File: src/rtl/aiv_pixel_sampler_if.sv
// ---------------------------------------------------------------------------
// aiv_pixel_sampler_if
//   Groups the oversampled video input and the recovered pixel output of the
//   AIV pixel sampler into one bundle.
//
//   Video source side (driven by the sync regenerator / capture front end):
//     rgb_in      [2:0]  {r,g,b} already synchronised to the sampling clock
//     hsync              regenerated hsync, active high
//     vsync              regenerated vsync, active high
//     isFieldOdd         field parity from the sync regenerator
//   Pixel side (driven by the sampler, consumed by the framebuffer writer):
//     pixel_data  [2:0]  majority-voted pixel {r,g,b}
//     pixel_valid        one-cycle strobe per active pixel
//     pixel_x     [9:0]  active dot index
//     pixel_y     [9:0]  interlaced frame line index
//     frame_start        high with the valid of the first pixel of a frame
//     sync_lost          no hsync seen for too long
//
//   master : the video source (drives the inputs, observes the pixels)
//   slave  : the sampler itself
// ---------------------------------------------------------------------------
interface aiv_pixel_sampler_if;
  logic [2:0] rgb_in;
  logic       hsync;
  logic       vsync;
  logic       isFieldOdd;
  logic [2:0] pixel_data;
  logic       pixel_valid;
  logic [9:0] pixel_x;
  logic [9:0] pixel_y;
  logic       frame_start;
  logic       sync_lost;

  modport master (
    output rgb_in, hsync, vsync, isFieldOdd,
    input  pixel_data, pixel_valid, pixel_x, pixel_y, frame_start, sync_lost
  );

  modport slave (
    input  rgb_in, hsync, vsync, isFieldOdd,
    output pixel_data, pixel_valid, pixel_x, pixel_y, frame_start, sync_lost
  );
endinterface

File: src/rtl/aiv_pixel_sampler.sv
// ---------------------------------------------------------------------------
// aiv_pixel_sampler
//   Recovers discrete BBC Master AIV pixels from an RGB111 stream that is
//   oversampled at sysClk. A fractional (8.8 fixed point) phase accumulator
//   is restarted on every hsync rising edge and strobes once per AIV pixel;
//   each strobe takes a 3-tap majority vote of the incoming colour bits.
//   Active pixels are emitted with x/y coordinates and a frame-start marker.
//   Loss of line sync is flagged when hsync stays away for too long.
//
//   Ports:
//     clk      sampling clock (sysClk, 81 MHz)
//     nReset   asynchronous active-low reset
//     bus      aiv_pixel_sampler_if.slave (video in, pixels out)
// ---------------------------------------------------------------------------
module aiv_pixel_sampler #(
  parameter int PERIOD_FX        = 1296,
  parameter int SAMPLE_OFFSET_FX = 648,
  parameter int H_START_DOTS     = 96,
  parameter int ACTIVE_DOTS      = 640,
  parameter int V_START          = 23,
  parameter int ACTIVE_LINES     = 288,
  parameter int LINE_TIMEOUT     = 6000
) (
  input  logic               clk,
  input  logic               nReset,
  aiv_pixel_sampler_if.slave bus
);

  localparam int TW = $clog2(LINE_TIMEOUT + 1);

  localparam logic [15:0]   PERIOD_W   = 16'(PERIOD_FX);
  localparam logic [15:0]   ACC_START  = 16'(PERIOD_FX - SAMPLE_OFFSET_FX);
  localparam logic [15:0]   ACC_STEP   = 16'd256;
  localparam logic [9:0]    H_LAST     = 10'(H_START_DOTS - 1);
  localparam logic [9:0]    DOT_LAST   = 10'(ACTIVE_DOTS - 1);
  localparam logic [10:0]   V_START_W  = 11'(V_START);
  localparam logic [10:0]   V_END_W    = 11'(V_START + ACTIVE_LINES);
  localparam logic [TW-1:0] TMO_MAX    = TW'(LINE_TIMEOUT);
  localparam logic [TW-1:0] TMO_LAST   = TW'(LINE_TIMEOUT - 1);

  typedef enum logic [1:0] {
    IDLE,
    BLANK,
    ACTIVE
  } state_t;

  state_t        state_q, state_d;
  logic [15:0]   acc_q, acc_d;
  logic [9:0]    dot_q, dot_d;
  logic [9:0]    fieldLine_q, fieldLine_d;
  logic [9:0]    lineIdx_q, lineIdx_d;
  logic          fieldOdd_q, fieldOdd_d;
  logic          hsPrev_q, vsPrev_q;
  logic [2:0]    rgbD1_q, rgbD2_q;
  logic [TW-1:0] tmo_q, tmo_d;
  logic          syncLost_q, syncLost_d;
  logic          valid_q, valid_d;
  logic [2:0]    data_q, data_d;
  logic [9:0]    x_q, x_d;
  logic [9:0]    y_q, y_d;
  logic          fs_q, fs_d;

  logic          hsEdge, vsEdge;
  logic          tick, timeoutHit;
  logic [15:0]   accSum;
  logic [2:0]    vote;
  logic [9:0]    yVal;
  logic [9:0]    lineBase;
  logic          lineInRange;

  // Edge detection, majority vote and line-to-frame-line mapping.
  // The vote uses the live input as the newest tap so a tick looks at
  // samples t-2, t-1 and t.
  always_comb begin
    hsEdge = bus.hsync & ~hsPrev_q;
    vsEdge = bus.vsync & ~vsPrev_q;
    accSum = acc_q + ACC_STEP;
    vote   = (bus.rgb_in & rgbD1_q) | (bus.rgb_in & rgbD2_q) | (rgbD1_q & rgbD2_q);
    yVal   = 10'((({1'b0, lineIdx_q} - V_START_W) << 1) + {10'd0, ~fieldOdd_q});
  end

  // Next-state logic. Priority, lowest to highest: normal phase/tick
  // progress, sync timeout, vsync (restarts the field), hsync (restarts the
  // line). A coincident vsync makes the hsync start field line 0.
  always_comb begin
    state_d     = state_q;
    acc_d       = acc_q;
    dot_d       = dot_q;
    fieldLine_d = fieldLine_q;
    lineIdx_d   = lineIdx_q;
    fieldOdd_d  = fieldOdd_q;
    tmo_d       = tmo_q;
    syncLost_d  = syncLost_q;
    valid_d     = 1'b0;
    data_d      = data_q;
    x_d         = x_q;
    y_d         = y_q;
    fs_d        = fs_q;
    tick        = 1'b0;
    timeoutHit  = 1'b0;
    lineBase    = fieldLine_q;
    lineInRange = 1'b0;

    if (tmo_q != TMO_MAX) begin
      tmo_d = tmo_q + 1'b1;
    end
    timeoutHit = (tmo_q == TMO_LAST);

    if ((state_q != IDLE) && !hsEdge && !vsEdge) begin
      if (accSum >= PERIOD_W) begin
        tick  = 1'b1;
        acc_d = accSum - PERIOD_W;
      end else begin
        acc_d = accSum;
      end
    end

    if (tick && !timeoutHit) begin
      case (state_q)
        BLANK: begin
          if (dot_q == H_LAST) begin
            dot_d   = 10'd0;
            state_d = ACTIVE;
          end else begin
            dot_d = dot_q + 10'd1;
          end
        end
        ACTIVE: begin
          valid_d = 1'b1;
          data_d  = vote;
          x_d     = dot_q;
          y_d     = yVal;
          fs_d    = (dot_q == 10'd0) && (yVal == 10'd0);
          dot_d   = dot_q + 10'd1;
          if (dot_q == DOT_LAST) begin
            state_d = IDLE;
          end
        end
        default: begin
          state_d = IDLE;
        end
      endcase
    end

    if (timeoutHit) begin
      syncLost_d = 1'b1;
      state_d    = IDLE;
    end

    if (vsEdge) begin
      fieldLine_d = 10'd0;
      lineBase    = 10'd0;
      fieldOdd_d  = bus.isFieldOdd;
      state_d     = IDLE;
    end

    if (hsEdge) begin
      lineIdx_d   = lineBase;
      fieldLine_d = (lineBase == 10'd1023) ? lineBase : lineBase + 10'd1;
      acc_d       = ACC_START;
      dot_d       = 10'd0;
      tmo_d       = '0;
      syncLost_d  = 1'b0;
      lineInRange = ({1'b0, lineBase} >= V_START_W) && ({1'b0, lineBase} < V_END_W);
      if (!lineInRange) begin
        state_d = IDLE;
      end else if (H_START_DOTS == 0) begin
        state_d = ACTIVE;
      end else begin
        state_d = BLANK;
      end
    end
  end

  // State and output registers. Clearing the previous-sync registers on
  // reset means a sync level already high at release is seen as an edge.
  always_ff @(posedge clk or negedge nReset) begin
    if (!nReset) begin
      state_q     <= IDLE;
      acc_q       <= 16'd0;
      dot_q       <= 10'd0;
      fieldLine_q <= 10'd0;
      lineIdx_q   <= 10'd0;
      fieldOdd_q  <= 1'b0;
      hsPrev_q    <= 1'b0;
      vsPrev_q    <= 1'b0;
      rgbD1_q     <= 3'd0;
      rgbD2_q     <= 3'd0;
      tmo_q       <= '0;
      syncLost_q  <= 1'b0;
      valid_q     <= 1'b0;
      data_q      <= 3'd0;
      x_q         <= 10'd0;
      y_q         <= 10'd0;
      fs_q        <= 1'b0;
    end else begin
      state_q     <= state_d;
      acc_q       <= acc_d;
      dot_q       <= dot_d;
      fieldLine_q <= fieldLine_d;
      lineIdx_q   <= lineIdx_d;
      fieldOdd_q  <= fieldOdd_d;
      hsPrev_q    <= bus.hsync;
      vsPrev_q    <= bus.vsync;
      rgbD1_q     <= bus.rgb_in;
      rgbD2_q     <= rgbD1_q;
      tmo_q       <= tmo_d;
      syncLost_q  <= syncLost_d;
      valid_q     <= valid_d;
      data_q      <= data_d;
      x_q         <= x_d;
      y_q         <= y_d;
      fs_q        <= fs_d;
    end
  end

  assign bus.pixel_data  = data_q;
  assign bus.pixel_valid = valid_q;
  assign bus.pixel_x     = x_q;
  assign bus.pixel_y     = y_q;
  assign bus.frame_start = fs_q;
  assign bus.sync_lost   = syncLost_q;

endmodule
File: src/flat_wrapper.sv
// flat-port wrapper written by rule: the top's interface ports become plain ports
module aiv_pixel_sampler_flat 
#(
  parameter int PERIOD_FX        = 1296,
  parameter int SAMPLE_OFFSET_FX = 648,
  parameter int H_START_DOTS     = 96,
  parameter int ACTIVE_DOTS      = 640,
  parameter int V_START          = 23,
  parameter int ACTIVE_LINES     = 288,
  parameter int LINE_TIMEOUT     = 6000
)
  (clk, nReset, bus_rgb_in, bus_hsync, bus_vsync, bus_isFieldOdd, bus_pixel_data, bus_pixel_valid, bus_pixel_x, bus_pixel_y, bus_frame_start, bus_sync_lost);
  aiv_pixel_sampler_if bus_i ();
  input  logic clk;
  input  logic nReset;
  input wire logic [$bits(bus_i.rgb_in)-1:0] bus_rgb_in;
  input wire logic [$bits(bus_i.hsync)-1:0] bus_hsync;
  input wire logic [$bits(bus_i.vsync)-1:0] bus_vsync;
  input wire logic [$bits(bus_i.isFieldOdd)-1:0] bus_isFieldOdd;
  output wire logic [$bits(bus_i.pixel_data)-1:0] bus_pixel_data;
  output wire logic [$bits(bus_i.pixel_valid)-1:0] bus_pixel_valid;
  output wire logic [$bits(bus_i.pixel_x)-1:0] bus_pixel_x;
  output wire logic [$bits(bus_i.pixel_y)-1:0] bus_pixel_y;
  output wire logic [$bits(bus_i.frame_start)-1:0] bus_frame_start;
  output wire logic [$bits(bus_i.sync_lost)-1:0] bus_sync_lost;
  assign bus_i.rgb_in = bus_rgb_in;
  assign bus_i.hsync = bus_hsync;
  assign bus_i.vsync = bus_vsync;
  assign bus_i.isFieldOdd = bus_isFieldOdd;
  assign bus_pixel_data = bus_i.pixel_data;
  assign bus_pixel_valid = bus_i.pixel_valid;
  assign bus_pixel_x = bus_i.pixel_x;
  assign bus_pixel_y = bus_i.pixel_y;
  assign bus_frame_start = bus_i.frame_start;
  assign bus_sync_lost = bus_i.sync_lost;
  aiv_pixel_sampler #(.PERIOD_FX(PERIOD_FX), .SAMPLE_OFFSET_FX(SAMPLE_OFFSET_FX), .H_START_DOTS(H_START_DOTS), .ACTIVE_DOTS(ACTIVE_DOTS), .V_START(V_START), .ACTIVE_LINES(ACTIVE_LINES), .LINE_TIMEOUT(LINE_TIMEOUT)) u_core (.clk(clk), .nReset(nReset), .bus(bus_i));
endmodule
File: config.mk
export PLATFORM = sky130hd
export DESIGN_NAME = aiv_pixel_sampler_flat
export DESIGN_NICKNAME = d
export VERILOG_FILES = /design/src/rtl/aiv_pixel_sampler_if.sv /design/src/rtl/aiv_pixel_sampler.sv /design/src/flat_wrapper.sv
export SDC_FILE = /design/constraint.sdc
export NUM_CORES = 1
export LEC_CHECK = 0
export CAP_MARGIN = 10
export CORE_ASPECT_RATIO = 1.25
export CORE_MARGIN = 5
export CORE_UTILIZATION = 40
export DETAILED_ROUTE_END_ITERATION = 12
export PLACE_DENSITY = 0.64
export SLEW_MARGIN = 20
export SYNTH_ARGS = -nofsm -noshare
export SYNTH_HDL_FRONTEND = slang
export SYNTH_SLANG_ARGS = --single-unit
File: constraint.sdc
create_clock -name clk -period 2.9 [get_ports clk]
set_clock_uncertainty 0.1 [all_clocks]
set_input_delay 0.87 -clock clk [delete_from_list [all_inputs] [get_ports clk]]
set_output_delay 0.87 -clock clk [all_outputs]
set_load 0.1 [all_outputs]
==> results_dict.tcl, run 1 <==
set metrics [dict create \
    status "finished, final reports clean" \
    die_area_um2 14710 \
    synth_fa_ha_area_share_pct 3.894 \
    yosysWarningCount 0 \
    critPathMaxFanout 24 \
    slew_headroom_pct 67.39 \
    clock_insertion_delay_worst_skew_ns 0.34 \
    coreArea_um2 12160 \
    grt_use_total_pct 15.32 \
    stdcell_count 724 \
    period_share_pct 95.00 \
    yosysUniqueCellTypes 60 \
    period_needed_ns 2.755 \
    firstDrtPassIters 4 \
    ir_drop_mv 0.1947 \
    cts_resized 0 \
    pin_count 34 \
    hold_class "input port to async pin" \
    worstSetupEndpointType "flop" \
    ant_nets 0 \
    maxSlewViolCount 0 \
    cts_made_buffers 9 \
    post-route-util_pct 48.13 \
    place_ws_ns -0.1517 \
    cts_hold_buf 0 \
    clock_sinks 92 \
    grt_pass1_wl_um 18160 \
    drc 0 \
    cts_htree_levels 3 \
    synth_edf_count 0 \
    worstPathArrival_ns 2.87 \
    power_density_nw_per_um2 462.7 \
    synth_ff_type "dfrtp_1" \
    synth_xor_area_share_pct 5.133 \
    drv_cap 0 \
    gp_congestion 0.8393 \
    routedWlPerCell_um 14.57 \
    synth-async-reset-ratio_pct 100.0 \
    vias 3905 \
    syn_to_final_growth_pct 18.28 \
    rsz0062_at_grt "false" \
    cts_buffer_depth 2 \
    p_leak_nw 2.765 \
    path_class "flop to flop" \
    avgViaCountPerCell 5.394 \
    hpwl_um 7684 \
    yosys.area_share.simple_pct 21.21 \
    drt-initial-drc-count 163 \
    timing.hold.ws_ns 0.2771 \
    synth.avg_cell_area_um2 9.818 \
    synth_largest_area_cell "dfrtp_1" \
    nNetsFinal 578 \
    synth_cells 504 \
    grt_max_degree 51 \
    p_total_mw 2.708 \
    hold_viol_final 0 \
    row_count 45 \
    path_clk_slew_ns 0.07 \
    synth_area_leaders "dfrtp_1, nand2_1, ha_1" \
    synth_top_area_share_pct 46.52 \
    ys_ff_latch 92 \
    cts_tree "built" \
    final_cell_area_um2 5853 \
    fp.dieW_um 109.5 \
    synth_mux_area_share_pct 6.650 \
    wirelength_um 10550 \
    start_util_pct 40.69 \
    synth_top_family_by_area "simple AND/OR/NAND/NOR gates" \
    dp.cells 710 \
    root_buffer "clkbuf_16" \
    synth_compound_area_share_pct 12.26 \
    crit_required_ns 3.02 \
    setup_viol 0 \
    antenna_found_initial 0 \
    syn_area_um2 4948 \
    yosysSeqAreaShare_pct 46.52 \
    post_cts_buffers 0 \
    fin_setup_tns_ns 0 \
    cp-start-kind "flop" \
    layout_setup_ws_ns 0.1450 \
    diodes 0 \
    synth_nets 525 \
    max_slew.worst_pin.slew_ns 0.4847 \
    grt_overflow 0 \
    max_clock_freq_mhz 363.0 \
    die_y_um 134.4 \
    grt_pass1_vias 3825 \
    final_layout_size_suffix_gt1_share_pct 17.50 \
    io_buffers 33 \
    placed_cell_area_um2 5563 \
    nFillCells 1159 \
]
[flip-flops by register name (all words and copies together) (netlist names), 9 cells and up]
name,cells
u_core.acc_q,13
u_core.bus.pixel_x,10
u_core.bus.pixel_y,10
u_core.dot_q,10
u_core.fieldLine_q,10
u_core.lineIdx_q,9
u_core.tmo_q,13
[cells in the mapped netlist (3+ instances only)]
cell type,count
or4_1,3
mux2i_1,7
buf_1,4
nor2_1,41
xnor2_1,13
xor2_1,16
a21oi_1,17
nor2b_1,5
ha_1,13
or3_1,4
a31oi_1,5
a311oi_1,3
nand4_1,12
a21o_1,4
o22ai_1,3
a211oi_1,5
inv_1,18
maj3_1,3
and3_1,11
dfrtp_1,92
nand2_1,47
a32o_1,5
nand4b_1,3
a22o_1,4
o21ai_0,18
and4_1,3
nor3_1,13
mux2_2,12
buf_6,5
nand3b_1,3
and2_1,4
clkbuf_1,18
nand2b_1,9
mux2_1,11
nor4_1,6
o211ai_1,7
nand3_1,29
[area by class of cell]
cell class | count | area (um^2) | area share (%)
sequential | 92 | 2302 | 39.33
inverter | 18 | 67.56 | 1.154
tap | 164 | 205.2 | 3.506
multi-input combinational | 366 | 2435 | 41.60
clock inverter | 4 | 51.30 | 0.8764
clock buffer | 10 | 239.0 | 4.083
timing repair buffer | 70 | 553.0 | 9.448
[metal layers]
| metal | part of all wire (%) | global-route usage, % |
|---|---|---|
| met1 | 47 | 20.23 |
| met2 | 48 | 24.34 |
| met3 | 4.0 | 3.755 |
| met4 | 1.5 | 5.475 |
| met5 | 0 | 0 |
[layout by cell type, fill, tap and decap left out, types with 5 or more instances in the layout]
master / instances
nand3_1: 29
ha_1: 13
nand2_1: 47
clkbuf_16: 9
clkdlybuf4s50_1: 6
nor4_1: 6
xnor2_1: 13
mux2_2: 12
a211oi_1: 5
a31oi_1: 5
inv_1: 18
nor2_1: 41
a32o_1: 5
and3_1: 11
o211ai_1: 7
nor3_1: 13
buf_4: 63
mux2_1: 11
nand2b_1: 9
dfrtp_1: 92
mux2i_1: 7
o21ai_0: 18
nand4_1: 12
a21oi_1: 17
xor2_1: 16
[where the power goes]
part	total, mW	internal [mW]	leakage (nW)	switching, mW
Sequential	1.37	1.33	1.23	0.0416
Combinational	0.185	0.0780	1.39	0.107
Clock	1.16	0.682	0.140	0.474
[path summary, 6_finish.rpt]
check	from	slack, ns	to	cells after the start
max	u_core.acc_q[8]$_DFFE_PN0P_	0.14	u_core.bus.pixel_x[2]$_DFFE_PN0P_	7
min	nReset	0.28	u_core.bus.pixel_y[8]$_DFFE_PN0P_	1
max reg2reg	u_core.acc_q[8]$_DFFE_PN0P_	0.14	u_core.bus.pixel_x[2]$_DFFE_PN0P_	7
min reg2reg	u_core.rgbD1_q[1]$_DFF_PN0_	0.29	u_core.rgbD2_q[1]$_DFF_PN0_	0
max in group asynchronous	nReset	1.81	u_core.bus.pixel_x[1]$_DFFE_PN0P_	2
min in group clk	u_core.rgbD1_q[1]$_DFF_PN0_	0.29	u_core.rgbD2_q[1]$_DFF_PN0_	0
[cells by family after synthesis]
kind of cell             Yosys count
XOR/XNOR                          29
multiplexers                      30
AO/OA/AOI/OAI                     88
flip-flops                        92
adder cells (fa/ha/maj)           16
AND/OR/NAND/NOR                  203
buffers and inverters             46
[critical path: stages, from the launching register on]
cell	delay [ns]
dfrtp_1	0.42
ha_1	0.23
and3_1	0.16
or4_1	0.39
a221o_1	0.39
o21a_2	0.26
nand3_4	0.29
mux2_2	0.38
Note: power is estimated with default switching activity, not from simulation.
==> run 2, diff against run 1 <==
--- a/config.mk
+++ b/config.mk
@@ -7,10 +7,8 @@
 export LEC_CHECK = 0
 export CAP_MARGIN = 10
 export CORE_ASPECT_RATIO = 1.25
-export CORE_MARGIN = 5
 export CORE_UTILIZATION = 40
 export DETAILED_ROUTE_END_ITERATION = 12
-export PLACE_DENSITY = 0.64
 export SLEW_MARGIN = 20
 export SYNTH_ARGS = -nofsm -noshare
 export SYNTH_HDL_FRONTEND = slang
==> run 2 against run 1 <==
Clock power grew 4%. Critical path depth stayed put. Sequential cell count is the same. Power increased by 2.2%. Fmax grew 0.40%. Largest cell class unchanged. Sequential power about the same. Non-clock buffer count is 6 lower. Worst hold slack improved by 0.0078 ns. Clock-buffer cell count rose by 3. Largest power group unchanged. Global-route usage up 2.6 points. Highest routed layer unchanged. Die area down 13%. Worst setup slack gained 0.011 ns.
==> results_dict.tcl, run 2 (synthesis results as in run 1) <==
set metrics [dict create \
    worstPathArrival_ns 2.87 \
    cts_htree_levels 3 \
    max_slew.worst_pin.slew_ns 0.4593 \
    nFillCells 1137 \
    wirelength_um 10840 \
    min_to "u_core.rgbD2_q[1]$_DFF_PN0_" \
    ant_nets 0 \
    coreArea_um2 12110 \
    top_regs "u_core.acc_q: 13 flops, u_core.tmo_q: 13 flops" \
    min_path_cells 0 \
    root_buffer "clkbuf_16" \
    routedWlPerCell_um 15.04 \
    firstDrtPassIters 4 \
    layout_commonest_cell "dfrtp_1" \
    grt_overflow 0 \
    crit_family "simple AND/OR/NAND/NOR gates" \
    io_buffers 33 \
    wl_met1_um 4967 \
    avgViaCountPerCell 5.491 \
    routed-wl-met2_um 5229 \
    critPathMaxFanout 13 \
    rsz0062_at_grt "false" \
    grt_max_degree 49 \
    multi_input_area_um2 2454 \
    nNetsFinal 573 \
    rr_worst_depth 7 \
    maxSlewViolCount 0 \
    path_class "flop to flop" \
    fin_setup_tns_ns 0 \
    min-delay-start "u_core.rgbD1_q[1]$_DFF_PN0_" \
    drv_cap 0 \
    cp.depth 7 \
    ir_drop_mv 0.3131 \
    antenna_found_initial 0 \
    layout_common_cells "dfrtp_1, buf_4, nand2_1" \
    hold_viol_final 0 \
    crit_buf_inv 0 \
    r2r-end "u_core.bus.pixel_x[9]$_DFFE_PN0P_" \
    gp_congestion 0.8421 \
    crit_required_ns 3.02 \
    rr_startpoint "u_core.acc_q[8]$_DFFE_PN0P_" \
    final-seq-area_um2 2302 \
    cp_slowest_cell "a221o_1" \
    grt_pass1_vias 3908 \
    final_layout_size_suffix_gt1_share_pct 16.88 \
    period_share_pct 94.62 \
    diodes 0 \
    grt_use_total_pct 17.92 \
    cp-start-kind "flop" \
    drc 0 \
    fp.dieW_um 101.5 \
    post_cts_buffers 0 \
    pin_count 34 \
    cts_tree "built" \
    worstSetupEndpointType "flop" \
    hold_class "flop to flop" \
    drt-initial-drc-count 191 \
    cts_made_buffers 9 \
    top_layer "met4" \
    period_needed_ns 2.744 \
    worstPathCellList "ha_1 -> and3_1 -> or4_1 -> a221o_1 -> o21a_2 -> nand3_4 -> mux2_2" \
    path_clk_slew_ns 0.06 \
    die_area_um2 12820 \
    grt_pass1_wl_um 18060 \
    max_clock_freq_mhz 364.4 \
    clock_insertion_delay_worst_skew_ns 0.34 \
    regToRegSetupSlack_ns 0.16 \
    wl_met3_um 380 \
    clock_sinks 92 \
    setup_viol 0 \
    status "finished, final reports clean" \
    die_y_um 126.4 \
    post-route-util_pct 48.54 \
    p_leak_nw 2.760 \
    row_count 45 \
    vias 3959 \
    power_density_nw_per_um2 470.9 \
    syn_to_final_growth_pct 18.74 \
    cpPeakStageDelay_ns 0.44 \
    start_util_pct 40.88 \
    timing.hold.ws_ns 0.2849 \
    cts_buffer_depth 2 \
    hpwl_um 7692 \
    slew_headroom_pct 69.06 \
]
[run 2: cell type report]
type | instances | area share [%]
Multi-Input combinational cell | 367 | 41.76
Clock inverter | 3 | 0.7453
Tap cell | 164 | 3.492
Clock buffer | 13 | 4.600
Inverter | 18 | 1.150
Timing Repair Buffer | 64 | 9.072
Sequential cell | 92 | 39.18
[run 2: repair_timing]
action,CTS,global route
endpoints found under the setup margin,0,20
resized for setup,0,2
hold buffers,0,0
[run 2: where the power goes]
part	switching, mW	internal (mW)	leakage, nW
clock network	0.474	0.739	0.156
logic	0.106	0.0796	1.37
registers	0.0419	1.33	1.23
total	0.622	2.14	2.76
[run 2: how the worst max path moves through the flow]
stage,startpoint,endpoint,slack [ns]
floorplan,bus_vsync,u_core.fieldLine_q[4]$_DFF_PN0_,0.1
global placement,bus_vsync,u_core.fieldLine_q[4]$_DFF_PN0_,-0.08
CTS,u_core.acc_q[8]$_DFFE_PN0P_,u_core.bus.pixel_x[9]$_DFFE_PN0P_,0.08
detailed placement,bus_vsync,u_core.state_q[0]$_DFFE_PN0P_,-0.12
global route,bus_vsync,u_core.state_q[0]$_DFFE_PN0P_,0.02
finish,u_core.acc_q[8]$_DFFE_PN0P_,u_core.bus.pixel_x[9]$_DFFE_PN0P_,0.16
[run 2: routing by layer]
layer	track usage, %	vias up
met2	29.93	93
met1	22.25	1941
met3	3.526	22
met4	8.014	0
li1	-	1903
met5	0	-
[run 2: through the flow]
stage	area, um^2	total power [mW]	instances	setup slack [ns]
after CTS	5857	2.808	720	0.08332
after detailed placement	5543	1.578	704	-0.1233
after floorplan	4949	1.480	504	0.09686
final	5876	2.767	721	0.1560
after global placement	5543	1.570	704	-0.07854
after global routing	5876	2.892	721	0.02043
